File: config.mk
export PLATFORM = sky130hd
export DESIGN_NAME = mem_arbiter_flat
export DESIGN_NICKNAME = d
export VERILOG_FILES = /design/src/rtl/mem_arbiter_if.sv /design/src/rtl/mem_arbiter.sv /design/src/flat_wrapper.sv
export SDC_FILE = /design/constraint.sdc
export NUM_CORES = 1
export LEC_CHECK = 0
export CORE_AREA = 2 2 265 267
export DETAILED_ROUTE_END_ITERATION = 7
export DIE_AREA = 0 0 267 269
export GPL_ROUTABILITY_DRIVEN = 1
export PLACE_DENSITY = 0.55
export SYNTH_ARGS = -nofsm -noshare
export SYNTH_HDL_FRONTEND = slang
export SYNTH_SLANG_ARGS = --single-unit
File: constraint.sdc
create_clock -name clk -period 2.7 [get_ports clk]
set_input_delay 0.54 -clock clk [delete_from_list [all_inputs] [get_ports clk]]
set_output_delay 0.54 -clock clk [all_outputs]
set_load 0.005 [all_outputs]
File: src/rtl/mem_arbiter_if.sv
// Memory-side channel of the cache arbiter: one request/completion handshake
// carrying a line index, a write flag and a full line in each direction.
interface mem_arbiter_if #(
    parameter int ADDR_BITS = 10,
    parameter int LINE_BITS = 128
);
    logic                 Arb_mem_req;
    logic                 Arb_mem_we;
    logic [ADDR_BITS-1:0] Arb_mem_addr;
    logic [LINE_BITS-1:0] Arb_mem_wline;
    logic [LINE_BITS-1:0] Arb_mem_rline;
    logic                 Arb_mem_valid;

    modport master (
        output Arb_mem_req,
        output Arb_mem_we,
        output Arb_mem_addr,
        output Arb_mem_wline,
        input  Arb_mem_rline,
        input  Arb_mem_valid
    );

    modport slave (
        input  Arb_mem_req,
        input  Arb_mem_we,
        input  Arb_mem_addr,
        input  Arb_mem_wline,
        output Arb_mem_rline,
        output Arb_mem_valid
    );
endinterface

File: src/rtl/mem_arbiter.sv
// Serializes I-line reads, D-line reads and buffered D write-backs onto one
// single-port memory channel, with a sticky watchdog for a hung memory.
module mem_arbiter #(
    parameter int LINE_BITS = 128,
    parameter int ADDR_BITS = 10,
    parameter int TIMEOUT   = 255
) (
    input  logic                 clk,
    input  logic                 rst,
    input  logic                 Ic_mem_req,
    input  logic [ADDR_BITS-1:0] Ic_mem_addr,
    output logic [LINE_BITS-1:0] F_mem_inst,
    output logic                 F_mem_valid,
    input  logic                 Dc_mem_req,
    input  logic [ADDR_BITS-1:0] Dc_mem_addr,
    output logic [LINE_BITS-1:0] MEM_data_line,
    output logic                 MEM_mem_valid,
    input  logic                 Dc_wb_we,
    input  logic [ADDR_BITS-1:0] Dc_wb_addr,
    input  logic [LINE_BITS-1:0] Dc_wb_wline,
    output logic                 Dc_wb_busy,
    mem_arbiter_if.master        mem,
    output logic                 Arb_err
);
    localparam int WD_W = (TIMEOUT < 2) ? 1 : $clog2(TIMEOUT);

    typedef enum logic [1:0] {IDLE, BUSY, RESP} state_t;
    typedef enum logic [1:0] {SRC_I, SRC_D, SRC_W} src_t;

    state_t               state;
    src_t                 src;
    logic                 rr_last_d;
    logic [WD_W-1:0]      wd;
    logic                 wb_valid;
    logic [ADDR_BITS-1:0] wb_addr;
    logic [LINE_BITS-1:0] wb_line;

    logic                 grant;
    src_t                 grant_src;
    logic [ADDR_BITS-1:0] grant_addr;
    logic [LINE_BITS-1:0] grant_line;
    logic                 wd_expired;

    // A write-back pulse arriving in IDLE is granted straight from the inputs,
    // so a D read of the same line raised in that cycle still goes after it.
    always_comb begin
        grant      = 1'b0;
        grant_src  = SRC_I;
        grant_addr = '0;
        grant_line = '0;
        if (wb_valid) begin
            grant      = 1'b1;
            grant_src  = SRC_W;
            grant_addr = wb_addr;
            grant_line = wb_line;
        end else if (Dc_wb_we) begin
            grant      = 1'b1;
            grant_src  = SRC_W;
            grant_addr = Dc_wb_addr;
            grant_line = Dc_wb_wline;
        end else if (Ic_mem_req && (!Dc_mem_req || rr_last_d)) begin
            grant      = 1'b1;
            grant_src  = SRC_I;
            grant_addr = Ic_mem_addr;
        end else if (Dc_mem_req) begin
            grant      = 1'b1;
            grant_src  = SRC_D;
            grant_addr = Dc_mem_addr;
        end
    end

    assign wd_expired = (wd == WD_W'(TIMEOUT - 1));
    assign Dc_wb_busy = wb_valid;

    always_ff @(posedge clk) begin
        if (rst) begin
            state             <= IDLE;
            src               <= SRC_I;
            rr_last_d         <= 1'b0;
            wd                <= '0;
            wb_valid          <= 1'b0;
            wb_addr           <= '0;
            wb_line           <= '0;
            F_mem_inst        <= '0;
            F_mem_valid       <= 1'b0;
            MEM_data_line     <= '0;
            MEM_mem_valid     <= 1'b0;
            Arb_err           <= 1'b0;
            mem.Arb_mem_req   <= 1'b0;
            mem.Arb_mem_we    <= 1'b0;
            mem.Arb_mem_addr  <= '0;
            mem.Arb_mem_wline <= '0;
        end else begin
            F_mem_valid   <= 1'b0;
            MEM_mem_valid <= 1'b0;

            if (Dc_wb_we && !wb_valid) begin
                wb_valid <= 1'b1;
                wb_addr  <= Dc_wb_addr;
                wb_line  <= Dc_wb_wline;
            end

            case (state)
                IDLE: begin
                    if (grant) begin
                        src               <= grant_src;
                        mem.Arb_mem_req   <= 1'b1;
                        mem.Arb_mem_we    <= (grant_src == SRC_W);
                        mem.Arb_mem_addr  <= grant_addr;
                        mem.Arb_mem_wline <= grant_line;
                        wd                <= '0;
                        state             <= BUSY;
                        if (grant_src != SRC_W)
                            rr_last_d <= (grant_src == SRC_D);
                    end
                end
                BUSY: begin
                    if (mem.Arb_mem_valid || wd_expired) begin
                        mem.Arb_mem_req <= 1'b0;
                        state           <= RESP;
                        if (!mem.Arb_mem_valid)
                            Arb_err <= 1'b1;
                        case (src)
                            SRC_I: begin
                                F_mem_inst  <= mem.Arb_mem_valid ? mem.Arb_mem_rline : '0;
                                F_mem_valid <= 1'b1;
                            end
                            SRC_D: begin
                                MEM_data_line <= mem.Arb_mem_valid ? mem.Arb_mem_rline : '0;
                                MEM_mem_valid <= 1'b1;
                            end
                            default: wb_valid <= 1'b0;
                        endcase
                    end else begin
                        wd <= wd + 1'b1;
                    end
                end
                RESP:    state <= IDLE;
                default: state <= IDLE;
            endcase
        end
    end
endmodule

File: src/flat_wrapper.sv
// flat-port wrapper written by rule: the top's interface ports become plain ports
module mem_arbiter_flat 
#(
    parameter int LINE_BITS = 128,
    parameter int ADDR_BITS = 10,
    parameter int TIMEOUT   = 255
)
  (clk, rst, Ic_mem_req, Ic_mem_addr, F_mem_inst, F_mem_valid, Dc_mem_req, Dc_mem_addr, MEM_data_line, MEM_mem_valid, Dc_wb_we, Dc_wb_addr, Dc_wb_wline, Dc_wb_busy, Arb_err, mem_Arb_mem_req, mem_Arb_mem_we, mem_Arb_mem_addr, mem_Arb_mem_wline, mem_Arb_mem_rline, mem_Arb_mem_valid);
  mem_arbiter_if #(.ADDR_BITS(ADDR_BITS), .LINE_BITS(LINE_BITS)) mem_i ();
  input  logic clk;
  input  logic rst;
  input  logic Ic_mem_req;
  input  logic [ADDR_BITS-1:0] Ic_mem_addr;
  output logic [LINE_BITS-1:0] F_mem_inst;
  output logic F_mem_valid;
  input  logic Dc_mem_req;
  input  logic [ADDR_BITS-1:0] Dc_mem_addr;
  output logic [LINE_BITS-1:0] MEM_data_line;
  output logic MEM_mem_valid;
  input  logic Dc_wb_we;
  input  logic [ADDR_BITS-1:0] Dc_wb_addr;
  input  logic [LINE_BITS-1:0] Dc_wb_wline;
  output logic Dc_wb_busy;
  output logic Arb_err;
  output wire logic [$bits(mem_i.Arb_mem_req)-1:0] mem_Arb_mem_req;
  output wire logic [$bits(mem_i.Arb_mem_we)-1:0] mem_Arb_mem_we;
  output wire logic [$bits(mem_i.Arb_mem_addr)-1:0] mem_Arb_mem_addr;
  output wire logic [$bits(mem_i.Arb_mem_wline)-1:0] mem_Arb_mem_wline;
  input wire logic [$bits(mem_i.Arb_mem_rline)-1:0] mem_Arb_mem_rline;
  input wire logic [$bits(mem_i.Arb_mem_valid)-1:0] mem_Arb_mem_valid;
  assign mem_Arb_mem_req = mem_i.Arb_mem_req;
  assign mem_Arb_mem_we = mem_i.Arb_mem_we;
  assign mem_Arb_mem_addr = mem_i.Arb_mem_addr;
  assign mem_Arb_mem_wline = mem_i.Arb_mem_wline;
  assign mem_i.Arb_mem_rline = mem_Arb_mem_rline;
  assign mem_i.Arb_mem_valid = mem_Arb_mem_valid;
  mem_arbiter #(.LINE_BITS(LINE_BITS), .ADDR_BITS(ADDR_BITS), .TIMEOUT(TIMEOUT)) u_core (.clk(clk), .rst(rst), .Ic_mem_req(Ic_mem_req), .Ic_mem_addr(Ic_mem_addr), .F_mem_inst(F_mem_inst), .F_mem_valid(F_mem_valid), .Dc_mem_req(Dc_mem_req), .Dc_mem_addr(Dc_mem_addr), .MEM_data_line(MEM_data_line), .MEM_mem_valid(MEM_mem_valid), .Dc_wb_we(Dc_wb_we), .Dc_wb_addr(Dc_wb_addr), .Dc_wb_wline(Dc_wb_wline), .Dc_wb_busy(Dc_wb_busy), .mem(mem_i), .Arb_err(Arb_err));
endmodule
# --- Word-level counts from Yosys, hierarchy flattened ---
# Cells that the tools add are included.
classes:
  add_sub_neg: 1
  eq_ne: 9
  mux: 30
  bitwise_logic: 3
  n_reduce_logical: 19
op_table:
  columns: ["op", "count"]
  rows:
  - ["$mux W128", 3]
  - ["$mux W10", 4]
  - ["$reduce_and A3 Y1", 6]
  - ["$mux W8", 2]
  - ["$pmux W8 S2", 1]
  - ["$mux W1", 13]
  - ["$mux W2", 5]
  - ["$add A8 B1 Y8 const B", 1]
  - ["$eq A8 B8 Y1 const B", 1]
  - ["$eq A2 B1 Y1 const B", 3]
  - ["$logic_not A2 Y1", 2]
  - ["$ne A2 B1 Y1 const B", 2]
  - ["$ne A2 B2 Y1 const B", 2]
  - ["$pmux W2 S2", 1]
  - ["$reduce_and A2 Y1", 2]
  - ["$not A1 Y1", 3]
  - ["$reduce_or A3 Y1", 1]
  - ["$eq A2 B2 Y1 const B", 1]
  - ["$logic_and A1 B1 Y1", 2]
  - ["$logic_not A1 Y1", 2]
  - ["$logic_or A1 B1 Y1", 2]
  - ["$pmux W1 S2", 1]
  - ["$reduce_bool A2 Y1", 1]
  - ["$reduce_or A2 Y1", 1]
totals:
  reg_bits: 551
  in_bits: 292
  out_inout_bits: 400
  wordCells: 78

# --- Depth between registers and ports, before layout ---
depth:
  ltp_word: 8
  mapped_depth: 9
  mapped_depth_nobuf: 6

# --- Least setup slack after synthesis ---
# OpenSTA, ideal clock, no wires.
synth_timing:
  path_kind: "register to register"
  start: "register u_core.wd[0]"
  end: "register u_core.MEM_data_line[58]"
  setup_time_ps: 119
  arrival_time_ps: 1880
  required_ps: 2581
  path_slack_ps: 700
  stages_incl_launch_ff: 10
  path_buffers: 3
  period_less_slack_ps: 2000
  cell_sequence: "dfxtp_1 inv_1 ha_1 and4_1 a21oi_1 or4b_1 buf_2 buf_6 buf_6 mux2i_1"
synth_via:
  elab_chain_cells: 3
synth_rtl:
  columns: ["element", "line_no", "text"]
  rows:
  - ["start: declaration", "mem_arbiter.sv:33", "logic [WD_W-1:0] wd;"]
  - ["start signal: assignment", "mem_arbiter.sv:135", "wd <= wd + 1'b1;"]
  - ["$eq A8 B8 Y1", "mem_arbiter.sv:72", "assign wd_expired = (wd == WD_W'(TIMEOUT - 1));"]
  - ["$logic_or A1 B1 Y1", "mem_arbiter.sv:118", "if (mem.Arb_mem_valid || wd_expired) begin"]
  - ["$reduce_and A3 Y1 (no line)", null, null]
  - ["end signal: assignment", "mem_arbiter.sv:129", "MEM_data_line <= mem.Arb_mem_valid ? mem.Arb_mem_rline : '0;"]
  - ["end: declaration", "mem_arbiter.sv:16", "output logic [LINE_BITS-1:0] MEM_data_line,"]
# No other way between the ends.
# A chain may end at the register's enable or synchronous reset.

# --- Worst setup path after layout ---
layout_timing:
  start: "register u_core.wb_valid (netlist: u_core.Dc_wb_busy)"
  end: "output Dc_wb_busy"
layout_lines:
  columns: ["element", "line_no", "text"]
  rows:
  - ["start: declaration", "mem_arbiter.sv:34", "logic wb_valid;"]
  - ["start signal: assignment", "mem_arbiter.sv:81", "wb_valid <= 1'b0;"]
  - ["start signal: assignment", "mem_arbiter.sv:98", "wb_valid <= 1'b1;"]
  - ["start signal: assignment", "mem_arbiter.sv:132", "default: wb_valid <= 1'b0;"]
  - ["end: declaration", "flat_wrapper.sv:23", "output logic Dc_wb_busy;"]
# No word-level cell between the ends.

==> run summary <==
========================================================================================
Outcome ...................................................................    completed
Number of buffers inserted by hold repair at cts ..........................            0
Drt via density ...........................................................         4.84
Clock latency on the worst-skew pair ......................................       610 ps
Total clock sinks .........................................................          551
Crit path buf inv count ...................................................            2
Worst hold path stage count ...............................................            2
Total nets after synthesis ................................................         2631
Clock-pin slew on the worst setup and hold paths ..........................        60 ps
Sequential Area ...........................................................   0.0110 mm2
Number of buffers inserted by post-CTS setup repair .......................            0
Wire length of the first global-routing pass ..............................       111 mm
Final-layout fill cell count ..............................................         6642
Initial cell density of the core ..........................................        30.1%
Type of element launching the critical path ...............................         flop
Ratio of cells with drive above 1 in the final layout .....................        5.42%
Initial antenna violation count ...........................................           11
Final Hold Violating Endpoints ............................................            0
Mean Syn Cell Area ........................................................     8.92 um2
Largest buffer count on any clock path ....................................            3
Sequential share of power .................................................        44.3%
Worst VDD drop ............................................................     0.456 mV
Min Clock Period, post-route ..............................................      2480 ps
Worst reg2reg path depth ..................................................            7
Crit path arrival time ....................................................      1940 ps
Final clock period utilization by the worst path ..........................        91.9%
Cell area after technology mapping ........................................   0.0208 mm2
Max frequency .............................................................      403 MHz
Category of the critical setup timing path ................................      reg2out
Number of synthesized register bits .......................................          551
Mapped Cells ..............................................................         2337
Final setup TNS ...........................................................         0 ps
Antenna viol nets, final ..................................................            0
Logic gate share of total power ...........................................        13.6%
Fraction of power consumed by the clock network ...........................        42.1%
Layout Cell Area excl Fill ................................................   0.0307 mm2
Detailed Place HPWL .......................................................      53.4 mm
Via count of the first global-routing pass ................................        18900
First DRT Iteration DRCs ..................................................         1194
Crit-path max cell delay ..................................................       530 ps
Area of the core ..........................................................   0.0693 mm2
Number of vias after detailed routing .....................................        19100
Routability congestion estimate ...........................................        0.804
DRC violation count after routing .........................................            0
Power Density .............................................................   650 mW/mm2
Async SR Flop Fraction ....................................................           0%
Slew Viols, Final .........................................................            0
Post-synth EDFFs ..........................................................            0
Fraction of power spent switching nets ....................................        25.1%
Fin nets ..................................................................         3234
Drt first pass iters ......................................................            5
Overall power .............................................................     20000 uW
Worst flop-to-flop path endpoint .......................................... u_core.F_mem_inst[80]
Rows ......................................................................           97
CP cell instances ......................................................... buf_4, clkdlybuf4s50_1
Synth-to-Final Area Change ................................................        47.4%
Die area ..................................................................   0.0718 mm2
Die height ................................................................       269 um
Class of the worst hold path ..............................................       in2reg
Min-Delay Startpoint ......................................................          rst
Static Leak ...............................................................    0.0124 uW
Number of buffers inserted by port buffering ..............................          691
Category of cells accounting for the largest share of critical-path delay . buffers and inverters
Headroom to the max-slew limit ............................................        41.9%
CTS Root Cell ............................................................. sky130_fd_sc_hd__clkbuf_16
TritonCTS buffer count ....................................................           61
Power spent charging and discharging nets .................................      5020 uW
Internal power ............................................................     14900 uW
Total congestion overflow after global routing ............................            0
Depth of the CTS H-tree ...................................................            2
Most frequent cells in the layout ......................................... 689 x sky130_fd_sc_hd__clkdlybuf4s50_1, 672 x sky130_fd_sc_hd__nand2_1, 550 x sky130_fd_sc_hd__dfxtp_1
Capturing element type of the critical path ...............................  output port
Max-capacitance violation count ...........................................            0
Critical path data required time ..........................................      2160 ps
Register-to-register path setup slack .....................................       320 ps
Largest clock skew in the final design ....................................      15.8 ps
Total wire length after detailed routing ..................................      74.9 mm
Dpl cell area .............................................................   0.0287 mm2
DIE WIDTH .................................................................       267 um
Largest net degree at the start of global routing .........................          137
Distinct cells, synth .....................................................           41
Area of the multi-input gates .............................................  0.00881 mm2
Sequential element share of the synthesized area ..........................        52.9%
Primary FF master, synth .................................................. sky130_fd_sc_hd__dfxtp_1
Setup-violating endpoint count in the final report ........................            0
Slowest cell on crit path ................................................. sky130_fd_sc_hd__dfxtp_4
Reg2Reg Launch Point ...................................................... u_core.wd[0]
Tot GR Track Use ..........................................................        19.7%
Total of warnings raised by yosys .........................................            0
Wire length per cell ......................................................      19.0 um
Highest fanout seen on the critical path ..................................           20
Setup repair after global routing missed its margin .......................        false
Most frequent standard cell in the layout excluding fill and tap cells .... sky130_fd_sc_hd__clkdlybuf4s50_1
Hold endpoint ............................................................. u_core.mem.Arb_mem_wline[79]
Slew at the pin with the worst max-slew slack .............................       871 ps
Top-level port count ......................................................          692
Clock tree from TritonCTS .................................................          yes
========================================================================================
-- state kept, by name, indices dropped and copies added (netlist names) --
register	flops
u_core.F_mem_inst	128
u_core.MEM_data_line	128
u_core.mem.Arb_mem_wline	128
u_core.wb_line	128
u_core.mem.Arb_mem_addr	10
u_core.wb_addr	10
u_core.wd	8
u_core.src	2
u_core.state	2
u_core.Arb_err	1
u_core.Dc_wb_busy	1
u_core.F_mem_valid	1
u_core.MEM_mem_valid	1
u_core.mem.Arb_mem_req	1
u_core.mem.Arb_mem_we	1
u_core.rr_last_d	1
-- power by group through the flow --
stage	logic [uW]	registers, uW	clock network (uW)
floorplan	1190	8960	0
global placement	2690	9000	0
detailed placement	2730	9010	0
CTS	2740	8840	8640
global route	2950	8880	8960
finish	2710	8840	8410
-- repair_timing --
item | 4_1_cts | 5_1_grt
endpoints found under the hold margin | 0 | 0
resized for setup | 0 | 1
setup endpoints to repair | 0 | 4
-- how the worst max path moves through the flow --
stage | depth (start not counted) | from | slack (ps) | end
6_report | 2 | u_core.Dc_wb_busy | 220 | Dc_wb_busy
5_1_grt | 7 | u_core.wd[0] | 110 | u_core.F_mem_inst[41]
4_1_cts | 2 | u_core.Dc_wb_busy | 160 | Dc_wb_busy
3_5_place_dp | 5 | Dc_mem_req | 110 | u_core.mem.Arb_mem_wline[106]
3_3_place_gp | 6 | Dc_wb_we | 170 | u_core.mem.Arb_mem_wline[110]
2_1_floorplan | 9 | u_core.wd[0] | 700 | u_core.MEM_data_line[58]
-- final cells by class --
| class | instances | share of cell area, % |
|---|---|---|
| repair buffers | 743 | 24.7 |
| diodes | 6 | 0.0489 |
| clock buffers | 89 | 6.01 |
| well taps | 940 | 3.83 |
| inverters | 12 | 0.171 |
| flip-flops and latches | 551 | 35.9 |
| clock inverters | 21 | 0.647 |
| multi-input cells | 1571 | 28.7 |
-- worst register-to-register path, cell delays in order (launching register included) --
cell and delay, ps:
sky130_fd_sc_hd__dfxtp_1 380, sky130_fd_sc_hd__inv_1 80, sky130_fd_sc_hd__ha_1 210, sky130_fd_sc_hd__and4_1 230
sky130_fd_sc_hd__a21oi_1 300, sky130_fd_sc_hd__or4_4 510, sky130_fd_sc_hd__buf_4 350, sky130_fd_sc_hd__mux2i_1 240
-- routing by layer --
layer  wire (um)  GRT usage (%)  vias to the layer above  part of all wire, %
met5          72              0                        -                0.096
met4        2500           7.74                       10                  3.3
met3        6730           6.92                      142                  9.0
met2       35800           33.2                      669                   48
met1       29800           23.0                     9034                   40
li1            -              -                     9199                    -
-- synthesized netlist by cell type (all sizes together) (2+ instances only) --
cell type | count | area, um2
o31ai | 2 | 15.0
a211oi | 7 | 52.6
inv | 12 | 45.0
mux2i | 257 | 2570
dfxtp | 551 | 11000
a31oi | 4 | 25.0
or4 | 3 | 22.5
o21ai | 9 | 45.0
o21a | 2 | 15.0
and3 | 2 | 12.5
a21oi | 164 | 821
nor2 | 144 | 541
or3 | 3 | 18.8
nand4 | 7 | 43.8
clkbuf | 162 | 608
nand3 | 133 | 666
ha | 2 | 25.0
nand2b | 4 | 25.0
buf | 41 | 384
a311oi | 128 | 1120
nand2 | 672 | 2520
nand4b | 4 | 35.0
a32o | 6 | 60.1
a221o | 4 | 40.0
nor3 | 3 | 15.0
-- kinds of logic (layout without fill, tap and decap cells) --
kind of cell    Yosys count  count (layout)  share of synthesized area (%)
fa+ha+maj                 2               2                          0.120
mux                     257             257                           12.3
buf+inv                 215             865                           4.98
compound gates          331             331                           10.7
flops                   551             551                           52.9
other cells               0               6                              0
simple gates            981             981                           18.9
-- stage by stage --
step	hold WS [ps]	utilization (%)	instances	setup slack (ps)
detailed placement	447	41.4	3817	113
finish	319	44.3	3933	220
CTS	281	44.3	3927	159
floorplan	436	-	2337	700
global placement	441	41.4	3817	173
global route	311	44.3	3932	114
No activity file was read; power rests on OpenSTA's default activity.
